===== src/rtl/penalty_scoreboard_pkg.sv =====
// Shared encodings for the penalty shootout scoreboard: FSM states, winner codes
// and the two regulation lengths.
package penalty_scoreboard_pkg;

    typedef enum logic [1:0] {
        ST_IDLE   = 2'b00,
        ST_REG    = 2'b01,
        ST_SUDDEN = 2'b10,
        ST_DONE   = 2'b11
    } state_t;

    localparam logic [1:0] WIN_NONE = 2'b00;
    localparam logic [1:0] WIN_A    = 2'b01;
    localparam logic [1:0] WIN_B    = 2'b10;
    localparam logic [1:0] WIN_DRAW = 2'b11;

    localparam int N3 = 3;
    localparam int N5 = 5;

endpackage


===== src/rtl/penalty_scoreboard_team_tally.sv =====
// One team's saturating goal and kick counters. The *_nxt outputs expose the
// post-kick values so the referee can decide on the same edge.
module team_tally #(
    parameter int SCORE_W = 4
) (
    input  logic               clk,
    input  logic               rst,
    input  logic               clr,
    input  logic               en,
    input  logic               goal,
    output logic [SCORE_W-1:0] score,
    output logic [SCORE_W-1:0] score_nxt,
    output logic [SCORE_W-1:0] kicks_nxt
);

    localparam logic [SCORE_W-1:0] MAX_V = {SCORE_W{1'b1}};

    logic [SCORE_W-1:0] kicks_r;

    // Saturating increment of goals and kicks for an accepted kick by this team
    always_comb begin
        score_nxt = score;
        kicks_nxt = kicks_r;
        if (en) begin
            if (goal && (score != MAX_V)) begin
                score_nxt = score + {{(SCORE_W-1){1'b0}}, 1'b1};
            end else begin
                score_nxt = score;
            end
            if (kicks_r != MAX_V) begin
                kicks_nxt = kicks_r + {{(SCORE_W-1){1'b0}}, 1'b1};
            end else begin
                kicks_nxt = kicks_r;
            end
        end else begin
            score_nxt = score;
            kicks_nxt = kicks_r;
        end
    end

    // Counter registers with async reset and synchronous clear
    always_ff @(posedge clk or negedge rst) begin
        if (!rst) begin
            score   <= {SCORE_W{1'b0}};
            kicks_r <= {SCORE_W{1'b0}};
        end else if (clr) begin
            score   <= {SCORE_W{1'b0}};
            kicks_r <= {SCORE_W{1'b0}};
        end else begin
            score   <= score_nxt;
            kicks_r <= kicks_nxt;
        end
    end

endmodule


===== src/rtl/penalty_scoreboard.sv =====
// Penalty shootout referee: alternates shooters, tallies both teams, ends early
// once the result is decided and runs capped sudden death after a tie.
module penalty_scoreboard
    import penalty_scoreboard_pkg::*;
#(
    parameter int SCORE_W = 4,
    parameter int SD_MAX  = 7
) (
    input  logic               clk,
    input  logic               rst,
    input  logic               en3p,
    input  logic               en5p,
    input  logic               kick,
    input  logic               goal,
    input  logic               new_game,
    output logic               turn,
    output logic [SCORE_W-1:0] score_a,
    output logic [SCORE_W-1:0] score_b,
    output logic [SCORE_W-1:0] rnd,
    output logic               sudden,
    output logic               done,
    output logic [1:0]         winner
);

    localparam logic [SCORE_W-1:0] MAX_V  = {SCORE_W{1'b1}};
    localparam logic [SCORE_W-1:0] SD_LIM = SCORE_W'(SD_MAX);
    localparam logic [SCORE_W-1:0] N3_W   = SCORE_W'(N3);
    localparam logic [SCORE_W-1:0] N5_W   = SCORE_W'(N5);

    state_t             state_r;
    state_t             st_nxt_s;
    logic [SCORE_W-1:0] n_r;
    logic               accept_s;
    logic               en_a_s;
    logic               en_b_s;
    logic [SCORE_W-1:0] sa_nxt_s, sb_nxt_s, ka_nxt_s, kb_nxt_s;
    logic [SCORE_W-1:0] rnd_inc_s, rnd_nxt_s;
    logic [SCORE_W:0]   a_x_s, b_x_s, rem_a_s, rem_b_s;
    logic [1:0]         win_nxt_s;

    assign accept_s = kick & ~new_game & ((state_r == ST_REG) | (state_r == ST_SUDDEN));
    assign en_a_s   = accept_s & ~turn;
    assign en_b_s   = accept_s & turn;

    team_tally #(.SCORE_W(SCORE_W)) u_tally_a (
        .clk(clk), .rst(rst), .clr(new_game), .en(en_a_s), .goal(goal),
        .score(score_a), .score_nxt(sa_nxt_s), .kicks_nxt(ka_nxt_s)
    );

    team_tally #(.SCORE_W(SCORE_W)) u_tally_b (
        .clk(clk), .rst(rst), .clr(new_game), .en(en_b_s), .goal(goal),
        .score(score_b), .score_nxt(sb_nxt_s), .kicks_nxt(kb_nxt_s)
    );

    assign a_x_s   = {1'b0, sa_nxt_s};
    assign b_x_s   = {1'b0, sb_nxt_s};
    assign rem_a_s = {1'b0, n_r} - {1'b0, ka_nxt_s};
    assign rem_b_s = {1'b0, n_r} - {1'b0, kb_nxt_s};

    // Decision on post-kick values; only consumed when a kick is accepted
    always_comb begin
        if (turn && (rnd != MAX_V)) begin
            rnd_inc_s = rnd + {{(SCORE_W-1){1'b0}}, 1'b1};
        end else begin
            rnd_inc_s = rnd;
        end
        st_nxt_s  = state_r;
        rnd_nxt_s = rnd_inc_s;
        win_nxt_s = winner;
        if (state_r == ST_REG) begin
            if (a_x_s > b_x_s + rem_b_s) begin
                st_nxt_s  = ST_DONE;
                win_nxt_s = WIN_A;
            end else if (b_x_s > a_x_s + rem_a_s) begin
                st_nxt_s  = ST_DONE;
                win_nxt_s = WIN_B;
            end else if ((ka_nxt_s == n_r) && (kb_nxt_s == n_r)) begin
                st_nxt_s  = ST_SUDDEN;
                rnd_nxt_s = {SCORE_W{1'b0}};
            end else begin
                st_nxt_s  = ST_REG;
            end
        end else if ((state_r == ST_SUDDEN) && turn) begin
            if (a_x_s > b_x_s) begin
                st_nxt_s  = ST_DONE;
                win_nxt_s = WIN_A;
            end else if (b_x_s > a_x_s) begin
                st_nxt_s  = ST_DONE;
                win_nxt_s = WIN_B;
            end else if (rnd_inc_s >= SD_LIM) begin
                st_nxt_s  = ST_DONE;
                win_nxt_s = WIN_DRAW;
            end else begin
                st_nxt_s  = ST_SUDDEN;
            end
        end else begin
            st_nxt_s  = state_r;
        end
    end

    // Referee FSM; DONE keeps every output (including sudden) frozen
    always_ff @(posedge clk or negedge rst) begin
        if (!rst) begin
            state_r <= ST_IDLE;
            n_r     <= {SCORE_W{1'b0}};
            turn    <= 1'b0;
            rnd     <= {SCORE_W{1'b0}};
            sudden  <= 1'b0;
            done    <= 1'b0;
            winner  <= WIN_NONE;
        end else if (new_game) begin
            state_r <= ST_IDLE;
            n_r     <= {SCORE_W{1'b0}};
            turn    <= 1'b0;
            rnd     <= {SCORE_W{1'b0}};
            sudden  <= 1'b0;
            done    <= 1'b0;
            winner  <= WIN_NONE;
        end else begin
            case (state_r)
                ST_IDLE: begin
                    if (en3p ^ en5p) begin
                        n_r     <= en3p ? N3_W : N5_W;
                        state_r <= ST_REG;
                    end
                end
                ST_REG, ST_SUDDEN: begin
                    if (accept_s) begin
                        turn    <= ~turn;
                        rnd     <= rnd_nxt_s;
                        state_r <= st_nxt_s;
                        winner  <= win_nxt_s;
                        done    <= (st_nxt_s == ST_DONE);
                        if (st_nxt_s == ST_SUDDEN) begin
                            sudden <= 1'b1;
                        end
                    end
                end
                default: begin
                    state_r <= state_r;
                end
            endcase
        end
    end

endmodule


===== config.mk =====
export PLATFORM = sky130hd
export DESIGN_NAME = penalty_scoreboard
export DESIGN_NICKNAME = d
export VERILOG_FILES = /design/src/rtl/penalty_scoreboard_pkg.sv /design/src/rtl/penalty_scoreboard_team_tally.sv /design/src/rtl/penalty_scoreboard.sv
export SDC_FILE = /design/constraint.sdc
export NUM_CORES = 1
export LEC_CHECK = 0
export BUFFER_PORTS_ARGS = -buffer_cell sky130_fd_sc_hd__buf_4
export CAP_MARGIN = 20
export CORE_ASPECT_RATIO = 0.8
export CORE_MARGIN = 5
export CORE_UTILIZATION = 48
export CTS_CLUSTER_DIAMETER = 100
export DETAILED_ROUTE_END_ITERATION = 8
export GPL_TIMING_DRIVEN = 0
export PLACE_DENSITY = 0.76
export SKIP_CTS_REPAIR_TIMING = 1
export SYNTH_ARGS = -nofsm -noshare
export SYNTH_HDL_FRONTEND = slang
export SYNTH_SLANG_ARGS = --single-unit
export TNS_END_PERCENT = 1

===== constraint.sdc =====
create_clock -name clk -period 10.3 [get_ports clk]
set_input_delay 3.09 -clock clk [delete_from_list [all_inputs] [get_ports clk]]
set_output_delay 3.09 -clock clk [all_outputs]
set_load 0.1 [all_outputs]

==> run metrics, run 1 <==
crit path DAT=7120 ps; outcome=finished clean; f_max=144 MHz; clock sinks=30; EDFF count, synth=0; Die Height=76.3 um; Overall Global Routing Usage=18.0%; crit path cell chain=buf_4 > and4bb_4 > and3_2 > clkbuf_1 > mux2i_1 > inv_1 > fa_1 > ha_1 > a21o_1 > a21oi_1 > xor2_1 > ha_1 > o21ai_0 > a21oi_1 > o21ai_0 > o2bb2ai_2 > nand3_1 > o311a_1; post-synth top area cell=dfrtp_1; min cycle time layout=6950 ps; Crit Path Class=in2reg; largest family of logic cells by synthesized area=adder cells; Die X=92.9 um; Syn Inst Count=275; Max-slew headroom=61.1%; number of I/O pins=24; Worst-path clk slew=70 ps; hold crit path type=reg2reg; sequential share of the synthesized area=28.5%; most frequent cell after synthesis=ha_1; First-pass DRT Iterations=4; drt wl/cell=16.2 um; Gate power share=52.3%; # setup viols final=0; row cnt=24; leakage=1.53 nW; Reg area=751 um^2; Final nets=354; Setup crit end kind=register; total CTS buffers=5; 1st-iter DRT viols=127; Adder-Cell Fraction of Synth Area=21.6%; crit path buf inv count=3; initial antenna violation count=0; area grow syn2layout=15.0%; later-pin clock latency in the skew report=290 ps; DIE AREA=7090 um^2; top cell type's share of synthesized area=28.5%; synth top area cells=dfrtp_1 (28%), ha_1 (17%), fa_1 (4.6%); clk buf depth=2; clk_skew=11.7 ps; Max IR drop VDD=0.0790 mV; RSZ-0062 raised after global routing=false; Antenna diodes=0; Main synth FF type=dfrtp_1; Post-Synth XOR/XNOR Area=6.21%; via count=2,130; vias in the first global route=2,076; CTS tree=yes; routed wire length=6.01 mm; Distinct cells, synth=54; Residual DRC=0; total negative slack=0 ps; Mean Syn Cell Area=9.59 um^2; Pwr per Cell Area=206 nW/um^2; cell area after placement=2890 um^2; antenna viol nets, final=0; Yosys warning count=0; Tightest Pin Transition=584 ps; grt ovf=0; final max-slew violation count=0; final worst path period share=67.4%; clock share of power=24.3%; layout cell share with drive strength beyond 1=16.0%; first-pass GRT wire length=10.2 mm; delay-heaviest family, CP=compound AO/OA/AOI/OAI gates; CP max stage delay=510 ps; cell area after synthesis=2640 um^2; Final GP Congestion=0.883; Design Area, Final=3030 um^2; sequential group share of total power=23.5%; area of the multi-input gates=1760 um^2; fillcell total=493; pin count of the biggest net entering global routing=31; PortBufs=23; initial core utilization=48.8%; compound-gate portion of the synthesized area=13.4%; Final HPWL DP=4.73 mm; mux cell area share after synthesis=5.98%; Final Core Density=56.1%; FFs w/ async S/R, synth=100%; core area=5410 um^2; Crit path required time=10,480 ps; Max-Cap Viols=0; Final Hold Vio Count=0; drt via density=5.74; Switch Pwr=267 uW; Startpoint Class=primary input; CTS root buf=clkbuf_8; most frequent cells after synthesis=ha_1 (36), dfrtp_1 (30), inv_1 (27); Slowest-stage cell, CP=fa_1; H-tree Lvls=2; internal power=357 uW; Syn Nets=324; switching share of power=42.8%; simple-gate area share of the yosys netlist=19.4%; Seq cells post-synth=30; CP Max Fanout=7
## worst paths after layout
| path | startpoint | cells past startpoint | end | slack, ps |
|---|---|---|---|---|
| max | new_game | 18 | winner[1] | 3350 |
| min | done | 2 | done | 520 |
| max reg2reg | state_r[0] | 19 | winner[1] | 5400 |
| min reg2reg | done | 2 | done | 520 |
| max in group asynchronous | rst | 1 | rnd[3] | 7270 |
| min in group asynchronous | rst | 1 | u_tally_a.score[0] | 2730 |
## cell type report
type	instances	area share [%]
buffer	7	0.948
clock inverter	2	1.98
clock buffer	6	2.72
tap	65	2.68
multi-input combinational	211	57.9
inverter	27	3.34
timing repair buffer	23	5.69
sequential	30	24.7
## layer usage
layer  vias to the layer above  GRT usage (%)  wire, um
met5                         -              0         0
met4                         0           5.27        80
met3                        11           3.06       211
met2                        42           27.9      2740
met1                      1050           25.5      2980
li1                       1027              -         -
## sequential cells by signal, indices dropped and copies added, names as in the netlist
register and count:
turn 1, u_tally_b.score 4, rnd 4, done 1
n_r 3, sudden 1, winner 2, state_r 2
u_tally_a.score 4, u_tally_a.kicks_r 4, u_tally_b.kicks_r 4
## through the flow
step                      instances  hold slack [ps]  power, mW  setup WS, ps
final                           371              525      0.624          3350
after global routing            371              545      0.671          3070
after CTS                       371              529      0.625          3380
after detailed placement        363              520      0.470          3110
after global placement          363              515      0.459          3140
after floorplan                 275              580      0.398          3640
## layout by cell type, fill, tap and decap left out, drive strengths merged, types with 6 or more instances in the layout
cell / netlist / final
ha: 36 / 36
dfrtp: 30 / 30
inv: 27 / 27
buf: 2 / 25
nor2: 24 / 24
nand2: 15 / 15
a21oi: 15 / 15
mux2i: 11 / 11
clkbuf: 5 / 11
xnor2: 10 / 10
nand3: 9 / 9
nand4: 9 / 9
o21ai: 8 / 8
nand2b: 7 / 7
xor2: 6 / 6
fa: 6 / 6
## power by group through the flow
stage	clock network, mW	logic, mW	registers [mW]
final	0.151	0.326	0.146
after global routing	0.159	0.364	0.148
after global placement	0	0.311	0.147
after floorplan	0	0.218	0.180
after detailed placement	0	0.322	0.148
after CTS	0.154	0.325	0.146
## kinds of logic after synthesis
family,after synthesis
xor gates and xnor gates,17
buffers and inverters,34
adders and majority gates,42
and+or+nand+nor,88
DFF,30
muxes,13
AOI/OAI and AO/OA,51
## tightest hold or removal path, delay by kind of cell (launching register included)
| kind | cells | cell delay [ps] |
|---|---|---|
| AND/OR/NAND/NOR | 1 | 50 |
| AO/OA/AOI/OAI | 1 | 60 |
| flip-flops | 1 | 370 |
Power figures use the tool's default switching activity.
==> run 2: changes to the inputs <==
Settings changed: PLACE_DENSITY 0.76 to 0.78.
Clock period 10.3 ns to 6.1 ns, I/O delays scaled along.
==> run 2 against run 1 <==
Sequential share of layout area grew 0.39 points. Largest power group unchanged. Count of clock-buffer cells in the layout is the same. Clock skew shrank 7.0 ps. Sequential power grew 68%. Critical path depth is the same. Final cell count is the same. Via count shrank 0.47%. First-iteration DRC count shrank 35%. Critical endpoint unchanged.
==> run metrics, run 2 (same netlist as run 1, synthesis figures left out) <==
outcome=finished clean (unchanged); first-pass GRT wire length=10.3 mm (was 10.2 mm); Startpoint Class=primary input (unchanged); layout cell share with drive strength beyond 1=16.0% (unchanged); First-pass DRT Iterations=5 (was 4); Cell Count Post-Placement=363 (unchanged); Final nets=354 (unchanged); hold crit path type=reg2reg (unchanged); crit path DAT=5970 ps (was 7120 ps); Final Hold Vio Count=0 (unchanged); Max-slew headroom=62.1% (was 61.1%); total negative slack=0 ps (unchanged); Max IR drop VDD=0.197 mV (was 0.0790 mV); via count=2,120 (was 2,130); worst setup margin=296 ps (was 3350 ps); number of I/O pins=24 (unchanged); PortBufs=23 (unchanged); post-route insts no fill=371 (unchanged); later-pin clock latency in the skew report=280 ps (was 290 ps); # setup viols final=0 (unchanged); initial core utilization=48.8% (unchanged); Pwr per Cell Area=325 nW/um^2 (was 206 nW/um^2); Placement Setup Slack=30.9 ps (was 3110 ps); area grow syn2layout=13.2% (was 15.0%); RSZ-0062 raised after global routing=false (unchanged); cell area after placement=2890 um^2 (unchanged); drt wl/cell=16.4 um (was 16.2 um); clock sinks=30 (unchanged); Die Height=76.3 um (unchanged); min cycle time layout=5800 ps; overall power=971 uW (was 624 uW); CTS tree=yes (unchanged); Crit Path Class=in2reg (unchanged); f_max=172 MHz; 1st-iter DRT viols=83 (was 127); Worst-path clk slew=70 ps (about the same); Overall Global Routing Usage=18.2% (was 18.0%); clk_skew=4.66 ps (was 11.7 ps); Die X=92.9 um (unchanged); H-tree Lvls=2 (unchanged); initial antenna violation count=0 (unchanged); Tightest Pin Transition=569 ps (was 584 ps); core area=5410 um^2 (unchanged); final max-slew violation count=0 (unchanged); pin count of the biggest net entering global routing=31 (unchanged); CTS root buf=clkbuf_8 (unchanged); Antenna diodes=0 (unchanged); vias in the first global route=2,099 (was 2,076); total CTS buffers=5 (unchanged); clk buf depth=2 (unchanged); leakage=1.51 nW (was 1.53 nW); grt ovf=0 (unchanged); final worst path period share=95.2%; most common cell after layout, fill and taps aside=ha_1 (unchanged); most frequent cells in the layout=ha_1 (36), dfrtp_1 (30), inv_1 (27) (unchanged); Max-Cap Viols=0 (unchanged); antenna viol nets, final=0 (unchanged); Residual DRC=0 (unchanged); Crit path required time=6270 ps (was 10,480 ps); Final GP Congestion=0.925 (was 0.883); row cnt=24 (unchanged); routed wire length=6.08 mm (was 6.01 mm); reg-to-reg slack, setup=1070 ps (was 5400 ps); CP Max Fanout=7 (unchanged); Final HPWL DP=4.75 mm (was 4.73 mm); Design Area, Final=2990 um^2 (was 3030 um^2); DIE AREA=7090 um^2 (unchanged); Setup crit end kind=register (unchanged); drt via density=5.71 (was 5.74)
[run 2: cell types whose count changed in the layout (fill, tap and decap cells not counted), sizes merged]
cell / previous run / this run
bufinv: 2 / 0
clkinvlp: 0 / 1
clkinv: 0 / 1
[run 2: critical path, cell delays in order]
cell and delay, ps:
buf_4 130, and4b_4 380, and3_1 160, buf_2 140, mux2i_1 410, fa_1 550
inv_1 90, ha_1 230, a21o_1 190, a21oi_1 200, xor2_1 210, ha_1 290
nand4_1 100, nor2_1 40, a21oi_1 250, o2bb2ai_2 250, nand3_1 170, o311a_1 310
[run 2: per-stage QoR]
stage / hold WS [ps] / util, %
2_1_floorplan: 580 / -
3_3_place_gp: 518 / 53.5
3_5_place_dp: 521 / 53.5
4_1_cts: 533 / 55.3
5_1_grt: 570 / 55.3
6_report: 527 / 55.3
[run 2: layout make-up]
cell class / instances / area, um^2
buffer: 7 / 28.8
clock buffer: 6 / 82.6
clock inverter: 2 / 12.5
fill: 461 / 2420
inverter: 27 / 101
multi-input combinational: 211 / 1760
sequential: 30 / 751
tap: 65 / 81.3
timing repair buffer: 23 / 173
[run 2: final timing paths]
check,startpoint,endpoint,cells after the start
hold / removal,done,done,2
hold reg to reg,done,done,2
setup / recovery,new_game,winner[1],18
setup reg to reg,state_r[1],winner[1],19
max in group asynchronous,rst,u_tally_a.kicks_r[0],1
min in group asynchronous,rst,u_tally_a.score[1],1
[run 2: where the power goes]
group | switching (mW) | internal (mW)
clock | 0.0816 | 0.0907
combinational | 0.342 | 0.211
sequential | 0.0275 | 0.218
[run 2: per-layer routing]
metal | up-vias | GRT usage (%) | share of wire (%)
met5 | - | 0 | 0
met4 | 0 | 4.39 | 1.2
met3 | 7 | 3.26 | 4.8
met2 | 59 | 29.7 | 48
met1 | 1021 | 24.9 | 46
li1 | 1033 | - | -
